**src/rtl/rom_operand_mac_pkg.sv**
```systemverilog
// Shared definitions for rom_operand_mac: ROM word layout, op codes and FSM states.
package rom_operand_mac_pkg;

    localparam int unsigned WORD_W = 32;
    localparam int unsigned OP_W   = 8;
    localparam int unsigned FLD_W  = 12;

    // Field bit positions inside a packed ROM word
    localparam int unsigned OP_MSB = 31;
    localparam int unsigned OP_LSB = 24;
    localparam int unsigned A_MSB  = 23;
    localparam int unsigned A_LSB  = 12;
    localparam int unsigned B_MSB  = 11;
    localparam int unsigned B_LSB  = 0;

    localparam logic [OP_W-1:0] OP_MAC  = 8'h00;
    localparam logic [OP_W-1:0] OP_MSUB = 8'h01;
    localparam logic [OP_W-1:0] OP_CLR  = 8'h02;

    // ROM word payload, MSB first: op, a, b
    typedef struct packed {
        logic [OP_W-1:0]  op;
        logic [FLD_W-1:0] a;
        logic [FLD_W-1:0] b;
    } rom_word_t;

    typedef enum logic [2:0] {
        ST_IDLE,
        ST_FETCH,
        ST_MUL,
        ST_EMIT,
        ST_NEXT,
        ST_DONE
    } state_t;

    // True for ops that produce a product
    function automatic logic is_mul_op(input logic [OP_W-1:0] op);
        return (op == OP_MAC) || (op == OP_MSUB);
    endfunction

endpackage

```
**src/rtl/rom_operand_mac_mul.sv**
```systemverilog
// Iterative unsigned shift-add multiplier, one multiplier bit per cycle, LSB first.
// The start edge already folds in bit 0, so the product is final OPW cycles after start
// (done pulses then). Requires OPW >= 2.
//   clk, rst_n : clock, async active-low reset
//   start      : load a/b and begin (ignored while busy)
//   a, b       : unsigned operands (multiplicand, multiplier)
//   busy       : iterations in progress
//   done       : one-cycle pulse, product valid
//   product    : unsigned a*b, registered
module shift_add_mul #(
    parameter int unsigned OPW = 12
) (
    input  logic             clk,
    input  logic             rst_n,
    input  logic             start,
    input  logic [OPW-1:0]   a,
    input  logic [OPW-1:0]   b,
    output logic             busy,
    output logic             done,
    output logic [2*OPW-1:0] product
);

    localparam int unsigned PW   = 2 * OPW;
    localparam int unsigned CNTW = $clog2(OPW + 1);

    logic [PW-1:0]   mcand;
    logic [OPW-1:0]  mplier;
    logic [CNTW-1:0] remain;
    logic [PW-1:0]   a_ext;

    assign a_ext = PW'(a);

    // Partial-product accumulation; product register doubles as the running sum
    always_ff @(posedge clk or negedge rst_n) begin
        if (!rst_n) begin
            mcand   <= '0;
            mplier  <= '0;
            remain  <= '0;
            busy    <= 1'b0;
            done    <= 1'b0;
            product <= '0;
        end else begin
            done <= 1'b0;
            if (start && !busy) begin
                product <= b[0] ? a_ext : '0;
                mcand   <= a_ext << 1;
                mplier  <= b >> 1;
                remain  <= CNTW'(OPW - 1);
                busy    <= 1'b1;
            end else if (busy) begin
                if (mplier[0]) begin
                    product <= product + mcand;
                end
                mcand  <= mcand << 1;
                mplier <= mplier >> 1;
                remain <= remain - CNTW'(1);
                if (remain == CNTW'(1)) begin
                    busy <= 1'b0;
                    done <= 1'b1;
                end
            end
        end
    end

endmodule

```
**src/rtl/rom_operand_mac.sv**
```systemverilog
// Walks WORD_COUNT ROM words, multiplies each word's operands, streams the products
// and keeps a wrap-around accumulator. Sole driver of the ROM advance enable.
//   clk, rst_n : clock, async active-low reset
//   start      : begin a run (sampled in IDLE only)
//   rom_data   : current ROM word {op[31:24], a[23:12], b[11:0]}
//   rom_enable : one-cycle ROM advance pulse (NEXT state)
//   busy       : high outside IDLE
//   done       : one-cycle end-of-run pulse
//   prod_valid, prod_ready, prod_data : product stream
//   acc        : running accumulator, modulo 2^ACCW
module rom_operand_mac
    import rom_operand_mac_pkg::*;
#(
    parameter int unsigned WORD_COUNT = 100,
    parameter int unsigned OPW        = 12,
    parameter int unsigned ACCW       = 32
) (
    input  logic              clk,
    input  logic              rst_n,
    input  logic              start,
    input  logic [31:0]       rom_data,
    output logic              rom_enable,
    output logic              busy,
    output logic              done,
    output logic              prod_valid,
    input  logic              prod_ready,
    output logic [2*OPW-1:0]  prod_data,
    output logic [ACCW-1:0]   acc
);

    localparam int unsigned PW   = 2 * OPW;
    localparam int unsigned CNTW = $clog2(WORD_COUNT + 1);

    state_t          state;
    state_t          state_d;
    rom_word_t       word;
    logic [OP_W-1:0] op_q;
    logic [CNTW-1:0] word_cnt;

    logic            mul_start_c;
    logic            mul_busy;
    logic            mul_done;
    logic [PW-1:0]   mul_product;
    logic            handshake_c;
    logic            last_word_c;

    logic            rom_enable_d;
    logic            busy_d;
    logic            done_d;
    logic            prod_valid_d;

    assign word        = rom_word_t'(rom_data);
    assign mul_start_c = (state == ST_FETCH) && is_mul_op(word.op) && !mul_busy;
    assign handshake_c = (state == ST_EMIT) && prod_ready;
    assign last_word_c = (word_cnt == CNTW'(WORD_COUNT - 1));

    shift_add_mul #(
        .OPW (OPW)
    ) u_mul (
        .clk     (clk),
        .rst_n   (rst_n),
        .start   (mul_start_c),
        .a       (OPW'(word.a)),
        .b       (OPW'(word.b)),
        .busy    (mul_busy),
        .done    (mul_done),
        .product (mul_product)
    );

    // State register
    always_ff @(posedge clk or negedge rst_n) begin
        if (!rst_n) begin
            state <= ST_IDLE;
        end else begin
            state <= state_d;
        end
    end

    // Next-state logic
    always_comb begin
        state_d = state;
        unique case (state)
            ST_IDLE:  if (start) state_d = ST_FETCH;
            ST_FETCH: state_d = is_mul_op(word.op) ? ST_MUL : ST_NEXT;
            ST_MUL:   if (mul_done) state_d = ST_EMIT;
            ST_EMIT:  if (prod_ready) state_d = ST_NEXT;
            ST_NEXT:  state_d = last_word_c ? ST_DONE : ST_FETCH;
            ST_DONE:  state_d = ST_IDLE;
            default:  state_d = ST_IDLE;
        endcase
    end

    // Control outputs decoded from the next state so the registered copies line up with state
    always_comb begin
        rom_enable_d = 1'b0;
        busy_d       = 1'b1;
        done_d       = 1'b0;
        prod_valid_d = 1'b0;
        unique case (state_d)
            ST_IDLE: busy_d       = 1'b0;
            ST_EMIT: prod_valid_d = 1'b1;
            ST_NEXT: rom_enable_d = 1'b1;
            ST_DONE: done_d       = 1'b1;
            default: ;
        endcase
    end

    // Registered control outputs
    always_ff @(posedge clk or negedge rst_n) begin
        if (!rst_n) begin
            rom_enable <= 1'b0;
            busy       <= 1'b0;
            done       <= 1'b0;
            prod_valid <= 1'b0;
        end else begin
            rom_enable <= rom_enable_d;
            busy       <= busy_d;
            done       <= done_d;
            prod_valid <= prod_valid_d;
        end
    end

    // Datapath: op latch, word counter, product hold and accumulator
    always_ff @(posedge clk or negedge rst_n) begin
        if (!rst_n) begin
            op_q      <= '0;
            word_cnt  <= '0;
            prod_data <= '0;
            acc       <= '0;
        end else begin
            if ((state == ST_IDLE) && start) begin
                word_cnt <= '0;
                acc      <= '0;
            end
            if (state == ST_FETCH) begin
                op_q <= word.op;
                if (word.op == OP_CLR) begin
                    acc <= '0;
                end
            end
            if ((state == ST_MUL) && mul_done) begin
                prod_data <= mul_product;
            end
            if (handshake_c) begin
                acc <= (op_q == OP_MSUB) ? acc - ACCW'(prod_data) : acc + ACCW'(prod_data);
            end
            if (state == ST_NEXT) begin
                word_cnt <= word_cnt + CNTW'(1);
            end
        end
    end

endmodule

```
**config.mk**
```make
export PLATFORM = sky130hd
export DESIGN_NAME = rom_operand_mac
export DESIGN_NICKNAME = d
export VERILOG_FILES = /design/src/rtl/rom_operand_mac_pkg.sv /design/src/rtl/rom_operand_mac_mul.sv /design/src/rtl/rom_operand_mac.sv
export SDC_FILE = /design/constraint.sdc
export NUM_CORES = 1
export LEC_CHECK = 0
export BUFFER_PORTS_ARGS = -buffer_cell sky130_fd_sc_hd__buf_2
export CAP_MARGIN = 10
export CORE_MARGIN = 4
export CORE_UTILIZATION = 65
export DETAILED_ROUTE_END_ITERATION = 12
export PLACE_DENSITY = 0.87
export SETUP_SLACK_MARGIN = 0.2
export SYNTH_ARGS = -nofsm -noshare
export SYNTH_HDL_FRONTEND = slang
export SYNTH_SLANG_ARGS = --single-unit
```
**constraint.sdc**
```tcl
create_clock -name clk -period 9.8 [get_ports clk]
set_input_delay 1.47 -clock clk [delete_from_list [all_inputs] [get_ports clk]]
set_output_delay 1.47 -clock clk [all_outputs]
set_load 0.01 [all_outputs]
```
==> results_dict.tcl <==
set metrics [dict create \
    slowest_stage "or4_4" \
    cp-startpoint "prod_data[4]" \
    dp.cells 1212 \
    route.detailed.drc 0 \
    synth_edf_count 0 \
    num_rows 42 \
    nets 1150 \
    synth_cells 971 \
    drive_above_1_share_pct 18.4 \
    grt_max_degree 84 \
    min_path_type "register to register" \
    post_layout_nonfiller_instances 1244 \
    syn_nets 1066 \
    critPathKind "register to register" \
    drt_pre_antenna_iters 5 \
    critPathLaunchType "register" \
    cp_cell_sequence "or4_4 > nor3_2 > nand3b_1 > o41ai_4 > o21ai_2 > nor2_1 > xor2_1 > ha_1 > and4_4 > and3_4 > and3_1 > o2bb2ai_1 > a211oi_2 > or3_2 > a211oi_2 > o21bai_1" \
    vias 7657 \
    cpMostUsedCell "a211oi_2" \
    cts_sinks 142 \
    clk_path_buf_depth 2 \
    start_util_pct 67.2 \
    grt_pass1_wl_um 36200 \
    area_growth_pct 13.1 \
    drtIter0Drc 619 \
    outcome "finished, final reports clean" \
    tightestPinTransition_ns 1.16 \
    worstSetupEndpointType "register" \
    worstPathRequired_ns 10.15 \
    avgViaCountPerCell 6.16 \
    grt_overflow 0 \
    cts_htree_levels 4 \
    slowest_delay_ns 0.59 \
    min_from "u_mul.remain[3]" \
    clock-root-buffer "clkbuf_16" \
    drv_slew 0 \
    syn_avg_cell_area_um2 9.32 \
    holdPathStages 1 \
    p_per_area_nw_per_um2 235 \
    final.min_clock_period_ns 4.45 \
    power.total_mw 2.40 \
    vdd_drop_max_v 0.000168 \
    wl_per_cell_um 17.6 \
    ant_nets 0 \
    cts_setup_buffers 0 \
    antenna_found_initial 0 \
    clk_latency_ns 0.43 \
    place_ws_ns 5.43 \
    gp_congestion 0.948 \
    core_area_um2 13500 \
    max_freq_mhz 225 \
    final_cell_mix "dfrtp_1 (141), nand2_1 (132), o21ai_0 (105)" \
    maxCapViolations 0 \
    ys_ff_latch 142 \
    clkSlewWorstSetupHoldPaths_ns 0.06 \
    cts_buffers 17 \
    synth_area_um2 9040 \
    numPortBuffers 95 \
    ys.flop_type "dfrtp_1" \
    grt_usage_pct 27.9 \
    fin_util_pct 76.0 \
    cts_hold_buf 0 \
    num_antenna_cells 0 \
    dp_hpwl_um 15700 \
    cts_resized 0 \
    arrival_ns 4.80 \
    maxSlewHeadroom_pct 22.7 \
    cts_tree "built" \
    setup_slack_ns 5.35 \
    cp_max_fo 7 \
    fin_crit_sh_pct 45.4 \
    r2r-start "prod_data[4]" \
    finalClockSkew_ns 0.00841 \
    die_area_um2 15900 \
    ios 96 \
    ys_async_sr_fraction_pct 100 \
    report.final.hold_viol_count 0 \
    ys_types 84 \
    synth_seq_area_share_pct 39.3 \
    die_y_um 126 \
    final_common_cell "dfrtp_1" \
    wirelength_um 21900 \
    yosysWarnings 0 \
    die_w_um 126 \
    fillers 949 \
    fin_tns_setup_ns 0 \
    reg2regPathDepth 16 \
    rsz0062_at_grt "false" \
    setup_viol 0 \
    p_leak_nw 4.86 \
    grt_pass1_vias 7354 \
]
[worst max-delay path: cells and delay by family (launching register included)]
kind | cells | cell delay [ns]
and+or+nand+nor | 8 | 2.23
AOI/OAI and AO/OA | 6 | 1.17
adders and majority gates | 1 | 0.44
DFF | 1 | 0.43
xor gates and xnor gates | 1 | 0.09
[cell type report]
cell class	count	area, µm²	share of cell area (%)
Multi-Input combinational cell	768	5250	51.3
Inverter	24	90.1	0.881
Tap cell	176	220	2.15
Timing Repair Buffer	102	534	5.22
Clock buffer	20	447	4.37
Clock inverter	12	134	1.31
Sequential cell	142	3550	34.8
[routing by layer]
layer / track usage [%] / wire length [µm] / part of all wire (%)
met4: 8.52 / 409 / 1.9
met2: 45.8 / 10700 / 49
met1: 37.7 / 9760 / 45
met5: 0 / 0 / 0
met3: 5.63 / 1060 / 4.9
[state kept, by name, indices dropped and copies added (netlist names), 3 cells and up]
name / count
u_mul.mplier: 11
word_cnt: 7
u_mul.product: 24
op_q: 8
u_mul.remain: 4
u_mul.mcand: 23
state: 3
prod_data: 24
acc: 32
[through the flow]
step,hold slack [ns],area [µm²]
after floorplan,0.443,9040
after global placement,0.469,9650
after global routing,0.512,10200
final,0.481,10200
after CTS,0.481,10200
after detailed placement,0.473,9650
[cells by family (layout without fill, tap and decap cells)]
| family | after synthesis | in the layout | synth area share, % |
|---|---|---|---|
| buffers and inverters | 61 | 158 | 2.81 |
| AO/OA/AOI/OAI | 288 | 288 | 20.8 |
| AND/OR/NAND/NOR | 312 | 312 | 17.1 |
| XOR/XNOR | 53 | 53 | 5.13 |
| adder cells (fa/ha/maj) | 59 | 59 | 8.33 |
| multiplexers | 56 | 56 | 6.58 |
| flip-flops | 142 | 142 | 39.3 |
[synth_stat cells (3+ instances only)]
cell,n,area share (%)
nand2b_1,4,0.28
a21oi_1,62,3.4
nor3_1,23,1.3
and2_1,3,0.21
o21bai_1,6,0.50
o31a_1,3,0.29
xnor2_1,34,3.3
nand2_1,132,5.5
nor4_1,5,0.35
a31oi_1,5,0.35
o32ai_1,3,0.29
or2_2,5,0.35
nor3b_1,12,1.0
inv_1,24,1.0
buf_2,4,0.22
a22o_1,5,0.48
a211oi_1,4,0.33
nand4_1,4,0.28
o21ai_0,105,5.8
mux2_2,28,3.5
xor2_1,19,1.8
o31ai_1,6,0.50
and3_1,10,0.69
o21ai_1,3,0.17
o21a_1,13,1.1
o22ai_1,5,0.35
a221oi_1,6,0.58
ha_1,57,7.9
dfrtp_1,142,39
nand3b_1,7,0.58
nand3_1,24,1.3
o21ai_2,4,0.39
nor2_1,50,2.1
nor2b_1,9,0.62
clkbuf_1,30,1.2
mux2i_1,28,3.1
a21o_1,22,1.8
or4_1,3,0.25
[path summary, 6_finish.rpt]
| kind | end | slack (ns) |
|---|---|---|
| max | acc[31] | 5.35 |
| min | u_mul.done | 0.48 |
| max reg2reg | acc[31] | 5.35 |
| min reg2reg | u_mul.done | 0.48 |
| max in group asynchronous | u_mul.busy | 7.34 |
| min in group asynchronous | word_cnt[4] | 1.01 |
[power breakdown]
| group | leakage [nW] | total, mW | internal, mW | switching [mW] |
|---|---|---|---|---|
| Clock | 0.281 | 0.635 | 0.383 | 0.253 |
| Combinational | 2.72 | 0.892 | 0.394 | 0.498 |
| Sequential | 1.86 | 0.872 | 0.738 | 0.134 |
No activity file was read; power rests on OpenSTA's default activity.
